`src/rtl/dccm_ctrl.sv`:
```
// dccm_ctrl: request controller in front of the single-read/single-write DCCM.
//
// Arbitrates between the LSU and a DMA requester (round-robin on conflict),
// maps byte addresses to DCCM word indices, returns load data one cycle after
// the handshake, and performs sub-word stores as a two-cycle read-modify-write.
//
// Build option:
//   DCCM_CTRL_DMA_EN  defined   -> DMA port live, round-robin arbitration.
//                     undefined -> dma_req_valid ignored, dma_* outputs tied 0,
//                                  LSU always granted in IDLE.
//
// Ports:
//   clk, rst                    clock, asynchronous active-high reset
//   lsu_req_* / lsu_rsp_*       LSU request channel and load response
//   dma_req_* / dma_rsp_*       DMA request channel and load response
//   dccm_raddr, dccm_rvalid_in  DCCM read index / read enable
//   dccm_rdata, dccm_rvalid_out DCCM read data / valid (one cycle after read)
//   dccm_waddr, dccm_wen,
//   dccm_wdata                  DCCM write port
module dccm_ctrl #(
  parameter int WIDTH = 32,
  parameter int DEPTH = 1024,
  parameter int TAG_W = 4,
  localparam int BW  = WIDTH / 8,
  localparam int AW  = $clog2(DEPTH * WIDTH / 8),
  localparam int IW  = $clog2(DEPTH),
  localparam int LSB = $clog2(BW)
) (
  input  logic             clk,
  input  logic             rst,
  input  logic             lsu_req_valid,
  output logic             lsu_req_ready,
  input  logic             lsu_req_we,
  input  logic [AW-1:0]    lsu_req_addr,
  input  logic [BW-1:0]    lsu_req_be,
  input  logic [WIDTH-1:0] lsu_req_wdata,
  input  logic [TAG_W-1:0] lsu_req_tag,
  output logic             lsu_rsp_valid,
  output logic [WIDTH-1:0] lsu_rsp_data,
  output logic [TAG_W-1:0] lsu_rsp_tag,
  input  logic             dma_req_valid,
  output logic             dma_req_ready,
  input  logic             dma_req_we,
  input  logic [AW-1:0]    dma_req_addr,
  input  logic [BW-1:0]    dma_req_be,
  input  logic [WIDTH-1:0] dma_req_wdata,
  input  logic [TAG_W-1:0] dma_req_tag,
  output logic             dma_rsp_valid,
  output logic [WIDTH-1:0] dma_rsp_data,
  output logic [TAG_W-1:0] dma_rsp_tag,
  output logic [IW-1:0]    dccm_raddr,
  output logic             dccm_rvalid_in,
  input  logic [WIDTH-1:0] dccm_rdata,
  input  logic             dccm_rvalid_out,
  output logic [IW-1:0]    dccm_waddr,
  output logic             dccm_wen,
  output logic [WIDTH-1:0] dccm_wdata
);

  typedef enum logic [1:0] {IDLE, RD, RMW} state_t;

  state_t           state_reg;
  logic             owner_reg;   // 1 = DMA issued the load in flight
  logic [TAG_W-1:0] tag_reg;
  logic [IW-1:0]    addr_reg;
  logic [BW-1:0]    be_reg;
  logic [WIDTH-1:0] wdata_reg;

  logic gnt_lsu, gnt_dma;

`ifdef DCCM_CTRL_DMA_EN
  logic ptr_reg;  // last granted requester, 1 = DMA

  // On conflict the requester that was not granted last time wins.
  assign gnt_lsu = lsu_req_valid & (~dma_req_valid | ptr_reg);
  assign gnt_dma = dma_req_valid & (~lsu_req_valid | ~ptr_reg);

  always_ff @(posedge clk or posedge rst) begin
    if (rst) begin
      ptr_reg <= 1'b1;
    end else if (state_reg == IDLE && (gnt_lsu || gnt_dma)) begin
      ptr_reg <= gnt_dma;
    end
  end
`else
  assign gnt_lsu = lsu_req_valid;
  assign gnt_dma = 1'b0;
`endif

  // Fields of the granted request.
  logic             sel_we;
  logic [IW-1:0]    sel_idx;
  logic [BW-1:0]    sel_be;
  logic [WIDTH-1:0] sel_wdata;
  logic [TAG_W-1:0] sel_tag;

  assign sel_we    = gnt_dma ? dma_req_we               : lsu_req_we;
  assign sel_idx   = gnt_dma ? dma_req_addr[AW-1:LSB]   : lsu_req_addr[AW-1:LSB];
  assign sel_be    = gnt_dma ? dma_req_be               : lsu_req_be;
  assign sel_wdata = gnt_dma ? dma_req_wdata            : lsu_req_wdata;
  assign sel_tag   = gnt_dma ? dma_req_tag              : lsu_req_tag;

  logic hs, hs_load, hs_full, hs_part;
  assign hs      = ~rst & (state_reg == IDLE) & (gnt_lsu | gnt_dma);
  assign hs_load = hs & ~sel_we;
  assign hs_full = hs & sel_we & (&sel_be);
  assign hs_part = hs & sel_we & (|sel_be) & ~(&sel_be);
  // Stores with be == 0 complete the handshake but touch nothing.

  always_ff @(posedge clk or posedge rst) begin
    if (rst) begin
      state_reg <= IDLE;
      owner_reg <= 1'b0;
      tag_reg   <= '0;
      addr_reg  <= '0;
      be_reg    <= '0;
      wdata_reg <= '0;
    end else begin
      case (state_reg)
        IDLE: begin
          if (hs_load) begin
            tag_reg   <= sel_tag;
            owner_reg <= gnt_dma;
            state_reg <= RD;
          end else if (hs_part) begin
            addr_reg  <= sel_idx;
            be_reg    <= sel_be;
            wdata_reg <= sel_wdata;
            state_reg <= RMW;
          end
        end
        RD:      state_reg <= IDLE;
        RMW:     state_reg <= IDLE;
        default: state_reg <= IDLE;
      endcase
    end
  end

  // Byte-lane merge for the RMW write: new byte where enabled, old otherwise.
  logic [WIDTH-1:0] merged;
  genvar gi;
  generate
    for (gi = 0; gi < BW; gi++) begin : g_merge
      assign merged[gi*8 +: 8] = be_reg[gi] ? wdata_reg[gi*8 +: 8] : dccm_rdata[gi*8 +: 8];
    end
  endgenerate

  logic in_rmw, in_rd;
  assign in_rmw = ~rst & (state_reg == RMW);
  assign in_rd  = ~rst & (state_reg == RD) & dccm_rvalid_out;

  // DCCM ports; everything reads 0 while rst is high.
  assign dccm_rvalid_in = hs_load | hs_part;
  assign dccm_raddr     = (hs_load | hs_part) ? sel_idx : '0;
  assign dccm_wen       = hs_full | in_rmw;
  assign dccm_waddr     = in_rmw ? addr_reg : (hs_full ? sel_idx   : '0);
  assign dccm_wdata     = in_rmw ? merged   : (hs_full ? sel_wdata : '0);

  assign lsu_req_ready = hs & gnt_lsu;
  assign lsu_rsp_valid = in_rd & ~owner_reg;
  assign lsu_rsp_data  = lsu_rsp_valid ? dccm_rdata : '0;
  assign lsu_rsp_tag   = lsu_rsp_valid ? tag_reg    : '0;

`ifdef DCCM_CTRL_DMA_EN
  assign dma_req_ready = hs & gnt_dma;
  assign dma_rsp_valid = in_rd & owner_reg;
  assign dma_rsp_data  = dma_rsp_valid ? dccm_rdata : '0;
  assign dma_rsp_tag   = dma_rsp_valid ? tag_reg    : '0;

  // Byte-offset address bits have no function at word granularity.
  logic unused_bits;
  assign unused_bits = ^{lsu_req_addr, dma_req_addr};
`else
  assign dma_req_ready = 1'b0;
  assign dma_rsp_valid = 1'b0;
  assign dma_rsp_data  = '0;
  assign dma_rsp_tag   = '0;

  // DMA inputs and byte-offset address bits are intentionally unused here.
  logic unused_bits;
  assign unused_bits = ^{lsu_req_addr, dma_req_valid, dma_req_we, dma_req_addr,
                         dma_req_be, dma_req_wdata, dma_req_tag};
`endif

endmodule

```
`config.mk`:
```
export PLATFORM = sky130hd
export DESIGN_NAME = dccm_ctrl
export DESIGN_NICKNAME = d
export VERILOG_FILES = /design/src/rtl/dccm_ctrl.sv
export SDC_FILE = /design/constraint.sdc
export NUM_CORES = 1
export LEC_CHECK = 0
export BUFFER_PORTS_ARGS = -buffer_cell sky130_fd_sc_hd__buf_2
export CORE_AREA = 3 3 106 108
export DETAILED_ROUTE_END_ITERATION = 7
export DIE_AREA = 0 0 109 111
export HOLD_SLACK_MARGIN = 0.03
export MAX_ROUTING_LAYER = met4
export PLACE_DENSITY_LB_ADDON = 0.1
export SLEW_MARGIN = 25
export SYNTH_ARGS = -nofsm -noshare
export SYNTH_HDL_FRONTEND = slang
export SYNTH_SLANG_ARGS = --single-unit
```
`constraint.sdc`:
```
create_clock -name clk -period 4.78 [get_ports clk]
set_input_delay 0.239 -clock clk [delete_from_list [all_inputs] [get_ports clk]]
set_output_delay 0.239 -clock clk [all_outputs]
set_load 0.03 [all_outputs]
```
# After elaboration in Yosys (flattened, before gate mapping)
# Index checks and enable logic that the tools add are counted.
dict set report op_classes {
  n_eq_ne 3
  bitwise 17
  reduce_logical 5
  mux 14
}
# cell n
set ops {}
lappend ops {{32-bit 2-to-1 mux} 3}
lappend ops {{8-bit 2-to-1 mux} 4}
lappend ops {{10-bit 2-to-1 mux} 3}
lappend ops {{1-bit AND} 11}
lappend ops {{2-bit 2-to-1 mux} 3}
lappend ops {{4-bit 2-to-1 mux} 1}
lappend ops {{1-bit inverter} 4}
lappend ops {{4-bit AND reduction} 1}
lappend ops {{4-bit OR reduction} 1}
lappend ops {{3-bit != test, second input constant} 1}
lappend ops {{3-bit AND reduction} 1}
lappend ops {{2-bit by 1-bit equality test with 1-bit output, second input constant} 1}
lappend ops {{2-bit equality test, second input constant} 1}
lappend ops {{2-bit logical NOT} 1}
lappend ops {{1-bit bitwise OR} 2}
lappend ops {{2-bit AND reduction} 1}
dict set report totals {
  out_inout_bits 130
  reg_bits 52
  word_cells 44
}

# Logic depth before layout (Yosys ltp)
# Gate-level depths: netlist (run 1).
dict set report depth {
  ltp_word 9
  mapped_depth 7
  ltp_nobuf 4
}

# Least setup slack after synthesis (run 1)
# OpenSTA, ideal clock, no wires.
dict set report synth_timing {
  path_kind {register to output}
  startpoint {register state_reg[0]}
  endpoint {output port dccm_raddr[0]}
  arrival_ps 1956
  stages_incl_launch_ff 5
  path_buffers 2
  slack_ps 2585
  path_cell_list {dfrtp_1 > or4b_1 > buf_2 > clkbuf_1 > nor3b_1}
}
dict set report synth_between {
  elab_chain_cells 8
}
# item line
set synth_lines {}
lappend synth_lines {{from (decl)} 62} ;# state_t state_reg;
lappend synth_lines {{from (signal assigned)} 112} ;# state_reg <= IDLE;
lappend synth_lines {{from (signal assigned)} 124} ;# state_reg <= RD;
lappend synth_lines {{from (signal assigned)} 129} ;# state_reg <= RMW;
lappend synth_lines {{2-bit logical NOT (*)} 104} ;# assign hs = ~rst & (state_reg == IDLE) & (gnt_lsu | gnt_dma);
lappend synth_lines {{1-bit AND (*) (2 in a row)} 104}
lappend synth_lines {{1-bit AND (3 in a row)} 107} ;# assign hs_part = hs & sel_we & (|sel_be) & ~(&sel_be);
lappend synth_lines {{1-bit bitwise OR (*)} 154} ;# assign dccm_raddr = (hs_load | hs_part) ? sel_idx : '0;
lappend synth_lines {{10-bit 2-to-1 mux (*)} 154}
lappend synth_lines {{to (decl)} 51} ;# output logic [IW-1:0] dccm_raddr,
# Every way passes the cells marked *; elsewhere a longest branch is shown, timed or not.

# Final worst setup path (run 1)
dict set report layout_timing {
  startpoint {input port rst}
  endpoint {output port dccm_wdata[9]}
}
dict set report layout_between {
  elab_chain_cells 7
}
# item line
set layout_lines {}
lappend layout_lines {{from (decl)} 30} ;# input logic rst,
lappend layout_lines {{1-bit inverter (*)} {104, 149}}
lappend layout_lines {{1-bit AND (2 in a row)} 104}
lappend layout_lines {{1-bit AND (2 in a row)} 106} ;# assign hs_full = hs & sel_we & (&sel_be);
lappend layout_lines {{32-bit 2-to-1 mux} 157} ;# assign dccm_wdata = in_rmw ? merged : (hs_full ? sel_wdata : '0);
lappend layout_lines {{32-bit 2-to-1 mux (*)} 157}
lappend layout_lines {{to (decl)} 57} ;# output logic [WIDTH-1:0] dccm_wdata
# Marks and branches as above.

==> results.toml, run 1 <==
[status]
status = "finished, final reports clean"

[yosys]
avgSynthCellArea_um2 = 11.5
syn_area_um2 = 3480
ys_seq_elements = 52
synthCells = 302
ys_warn_count = 0
synth_cell_types = 27
synth_seq_area_share_pct = 37.4

[placed_design]
placedCellCount = 596
placed_area_um2 = 4340
io_buffers = 178
detailed_place_hpwl_um = 6810
gp_congestion = 0.688

[floorplan]
dieHeight_um = 111
dieArea_um2 = 12100
coreArea_um2 = 10300
die_x_um = 109
num_io_pins = 273
row_count = 37
start_util_pct = 33.7

[timing]
report.final.slew_viol_count = 0
tightestPinTransition_ns = 0.916
setup-violations-final = 0
final-hold-violation-count = 0
clock.fmax_ghz = 0.277
layout_min_cycle_time_ns = 3.62
fin_crit_sh_pct = 75.6
fin_setup_tns_ns = 0
rsz0062_at_grt = "false"
fin_worst_skew_ns = 0.00544
relSlewSlack_pct = 38.7

[worst_hold_path]
hold_class = "in2reg"
hold_path_end = "wdata_reg[27]$_DFFE_PP0P_"
whs_path_depth = 2
min_from = "lsu_req_wdata[27]"

[worst_setup_path]
critPathKind = "in2out"
end_kind = "primary output"
start_kind = "primary input"
rrSetupSlack_ns = 1.96
r2r-start = "state_reg[0]$_DFFE_PP0P_"
r2r_cells = 5
required_ns = 4.54
crit_arrival_ns = 3.38
path_max_fanout = 24
timing.rr.end = "wdata_reg[23]$_DFFE_PP0P_"

[clocking]
insertion_delay_ns = 0.30
cts_tree = "built"
cts_buffers = 5
holdBufCountCts = 1
cts-root-buf = "clkbuf_8"
htreeDepth = 2
cts-resized-gates = 0
postCtsSetupBuffers = 0
cts_max_path_buffers = 2
clkTransAtPathRegs_ns = 0.09
cts_sinks = 52

[cells_and_area]
areaGrowthSynthToFinish_pct = 27.1
final_cell_mix = "178 x buf_2, 52 x dfrtp_1, 38 x conb_1"
design_area_um2 = 4420
diodes = 0
final_cell_count_no_fill = 604
final_common_cell = "buf_2"
nets = 611
nFillCells = 1026
final_layout_size_suffix_gt1_share_pct = 50.0
largest_reg_flops = 32

[detailed_routing]
wl_per_cell_um = 15.3
routed_wl_um = 9230
drc = 0
ant_nets = 0
drt_pass1_iterations = 4
drt_iter0_drc = 86
vias_per_cell = 4.58
num_vias = 2769

[grt]
grt-busiest-layer = "met2"
antenna_found_initial = 0
met3_usage_pct = 2.62
grt_pass1_wl_um = 14200
grt.total_usage_pct = 15.0
grt_pass1_vias = 2693
grt_use_met1_pct = 19.5
overflow = 0
use_met2_pct = 24.8
grt_max_degree = 40

[power_and_ir_drop]
p_leak_uw = 0.00245
vdd_drop_max_mv = 0.118
p_per_area_nw_per_um2 = 283

[job]
maxCapViolCount = 0
## stage by stage
stage	setup WS, ns	utilization [%]	power [uW]	hold slack, ns
6_report	1.16	42.9	1250	0.159
5_1_grt	0.923	42.9	1340	0.149
3_5_place_dp	1.61	42.0	1020	0.258
4_1_cts	1.07	42.9	1270	0.147
2_1_floorplan	2.58	-	943	0.367
3_3_place_gp	1.65	42.0	1010	0.256
## area by class of cell
class / instances / area [um2] / share of cell area [%]
clock buffers: 6 / 72.6 / 1.64
well taps: 136 / 170 / 3.85
repair buffers: 184 / 938 / 21.2
multi-input cells: 221 / 1920 / 43.4
clock inverters: 1 / 5.00 / 0.113
inverters: 4 / 15.0 / 0.339
flip-flops and latches: 52 / 1300 / 29.4
## Yosys cell counts
library cell   n  area share (%)
a21oi_1        1            0.14
a22o_1        10             2.5
and2_1        37             6.6
buf_1          4            0.43
buf_2          6            0.86
buf_4         38             8.2
buf_6          4             1.3
clkbuf_1      10             1.1
conb_1         1            0.11
dfrtp_1       52              37
inv_1          3            0.32
inv_2          1            0.11
mux2_1        11             3.6
mux2_2        10             3.2
mux2_4        29              13
mux2i_1       32             9.2
nand2_1        1            0.11
nand4_1        1            0.18
nand4_2        1            0.36
nor2_1         3            0.32
nor3_2         1            0.29
nor3b_1       10             2.2
nor4bb_1       1            0.29
o2bb2ai_1     32             8.0
or2_2          1            0.18
or4_1          1            0.22
or4b_1         1            0.29
## kinds of logic after synthesis
group                  synth area share, %
AOI/OAI and AO/OA                     10.7
buffers and inverters                 12.3
DFF                                   37.4
muxes                                 28.5
other                                0.108
and+or+nand+nor                       11.0
## metal layers
| layer | part of all wire [%] | vias to the layer above |
|---|---|---|
| met5 | 0 | - |
| met4 | 0.31 | 0 |
| li1 | - | 1330 |
| met3 | 7.3 | 5 |
| met1 | 43 | 1312 |
| met2 | 49 | 122 |
## how the worst max path moves through the flow
stage / from / end / slack (ns) / cells after the start
2_1_floorplan: state_reg[0]$_DFFE_PP0P_ / dccm_raddr[0] / 2.58 / 4
3_5_place_dp: state_reg[0]$_DFFE_PP0P_ / dccm_wdata[8] / 1.61 / 5
3_3_place_gp: state_reg[0]$_DFFE_PP0P_ / dccm_wdata[10] / 1.65 / 5
4_1_cts: rst / dccm_wdata[8] / 1.07 / 7
6_report: rst / dccm_wdata[9] / 1.16 / 7
5_1_grt: rst / dccm_wdata[10] / 0.92 / 7
## critical path, cell delays in order
cell	delay [ns]
dlygate4sd3_1	0.54
buf_2	0.16
or4b_1	0.80
nor3_4	0.81
buf_4	0.43
o2bb2ai_1	0.16
buf_2	0.23
## report_power, final
group | internal (uW) | switching (uW)
sequential | 543 | 88.4
combinational | 208 | 171
clock | 100 | 142
Note: power is estimated with default switching activity, not from simulation.
==> inputs of run 2 (changes only) <==
- clock period: 4.78 -> 3 ns (I/O delays scaled with it)
==> run 2 against run 1 <==
Clock skew increased by 0.0069 ns. Global-route usage decreased by 0.085 points. Worst setup slack got worse by 0.78 ns. Clock-buffer cell count increased by 1. Largest power group unchanged.
==> results.toml, run 2 (synthesized netlist as in run 1, its figures left out) <==
[cells_and_area]
final_cell_mix = "178 x buf_2, 52 x dfrtp_1, 38 x conb_1"
nFillCells = 1053
diodes = 0
register_area_um2 = 1300
final_common_cell = "buf_2"
largest_reg_flops = 32
areaGrowthSynthToFinish_pct = 29.0
final_layout_size_suffix_gt1_share_pct = 50.6
final_cell_count_no_fill = 606
nets = 612
multiInputGateArea_um2 = 1920

[power_and_ir_drop]
total_power_uw = 2140
p_per_area_nw_per_um2 = 476
vdd_drop_max_mv = 0.278
p_leak_uw = 0.00248

[timing]
setup-violations-final = 0
fin_worst_skew_ns = 0.0123
final-hold-violation-count = 0
hold_ws_ns = 0.0596
layout_min_cycle_time_ns = 2.61
report.final.slew_viol_count = 0
fin_setup_tns_ns = 0
tightestPinTransition_ns = 0.863
rsz0062_at_grt = "false"
fin_crit_sh_pct = 87.1
relSlewSlack_pct = 42.4
clock.fmax_ghz = 0.383

[floorplan]
num_io_pins = 273
dieArea_um2 = 12100
start_util_pct = 33.7
dieHeight_um = 111
coreArea_um2 = 10300
row_count = 37
die_x_um = 109

[grt]
grt_pass1_wl_um = 14100
overflow = 0
grt.total_usage_pct = 14.9
grt_max_degree = 44
antenna_found_initial = 0
grt_pass1_vias = 2718

[clocking]
clkTransAtPathRegs_ns = 0.10
cts-resized-gates = 0
insertion_delay_ns = 0.30
cts-root-buf = "clkbuf_8"
cts_tree = "built"
cts_sinks = 52
postCtsSetupBuffers = 0
htreeDepth = 2
cts_max_path_buffers = 2
cts_buffers = 5
holdBufCountCts = 0

[worst_setup_path]
critPathKind = "reg2out"
path_max_fanout = 43
rrSetupSlack_ns = 0.68
r2r_cells = 5
timing.rr.end = "wdata_reg[14]$_DFFE_PP0P_"
critical_path_buf_inv_count = 2
end_kind = "primary output"
cp_top_family = "simple AND/OR/NAND/NOR gates"
cpMaxStageDelayCell = "or4b_1"
cp_cell_sequence = "or4b_1 > nor3_4 > buf_12 > o2bb2ai_1 > buf_2"
crit_arrival_ns = 2.46
required_ns = 2.85
startpoint = "state_reg[0]$_DFFE_PP0P_"
r2r-start = "state_reg[0]$_DFFE_PP0P_"
critPathMaxStageDelay_ns = 0.83
start_kind = "register"

[detailed_routing]
drt_iter0_drc = 54
ant_nets = 0
routed_wl_um = 8960
num_vias = 2744
drt_pass1_iterations = 4
drc = 0
vias_per_cell = 4.53
wl_per_cell_um = 14.8

[status]
status = "finished, final reports clean"

[job]
maxCapViolCount = 0

[worst_hold_path]
hold_class = "in2async"

[placed_design]
gp_congestion = 0.696
placedCellCount = 598
detailed_place_hpwl_um = 6650
io_buffers = 178
==> run 2: cell count changes in the layout (fill, tap and decap cells not counted), sizes merged <==
cell	change
clkbuf	+1
dlygate4sd3	-1
buf	+2
bufinv	+1
clkinv	-1
==> run 2: area by class of cell <==
type / instances / share of cell area [%]
Clock buffer: 7 / 2.15
Inverter: 4 / 0.334
Clock inverter: 1 / 0.669
Multi-Input combinational cell: 221 / 42.8
Sequential cell: 52 / 29.0
Timing Repair Buffer: 185 / 21.3
Tap cell: 136 / 3.79
==> run 2: where the power goes <==
part           internal [uW]  switching (uW)
clock network            295             235
registers                866             141
logic                    331             271
==> run 2: stage by stage <==
step | instance area [um2] | utilization (%) | setup slack [ns]
6_report | 4490 | 43.5 | 0.387
5_1_grt | 4490 | 43.5 | 0.228
4_1_cts | 4490 | 43.5 | 0.343
3_5_place_dp | 4360 | 42.3 | 0.665
3_3_place_gp | 4360 | 42.3 | 0.695
2_1_floorplan | 3620 | - | 0.894
==> run 2: worst reg2reg max path: stages (launching register included) <==
cell     delay [ns]
dfrtp_1        0.41
or4b_1         0.83
inv_2          0.18
nand4_4        0.11
buf_4          0.30
mux2_1         0.38
==> run 2: worst max-delay path by stage <==
stage,end,cells past startpoint,slack [ns]
2_1_floorplan,dccm_raddr[0],4,0.89
3_3_place_gp,wdata_reg[14]$_DFFE_PP0P_,5,0.69
3_5_place_dp,wdata_reg[14]$_DFFE_PP0P_,5,0.67
4_1_cts,dccm_wdata[14],5,0.34
5_1_grt,dccm_wdata[9],5,0.23
6_report,dccm_wdata[14],5,0.39
==> run 2: routing by layer <==
layer  vias up  share of wire, %  track usage, %
met5         -                 0               -
met4         0              0.45            2.78
met3         6               8.0            2.85
met2       123                49            25.1
met1      1274                43            18.8
li1       1341                 -               -
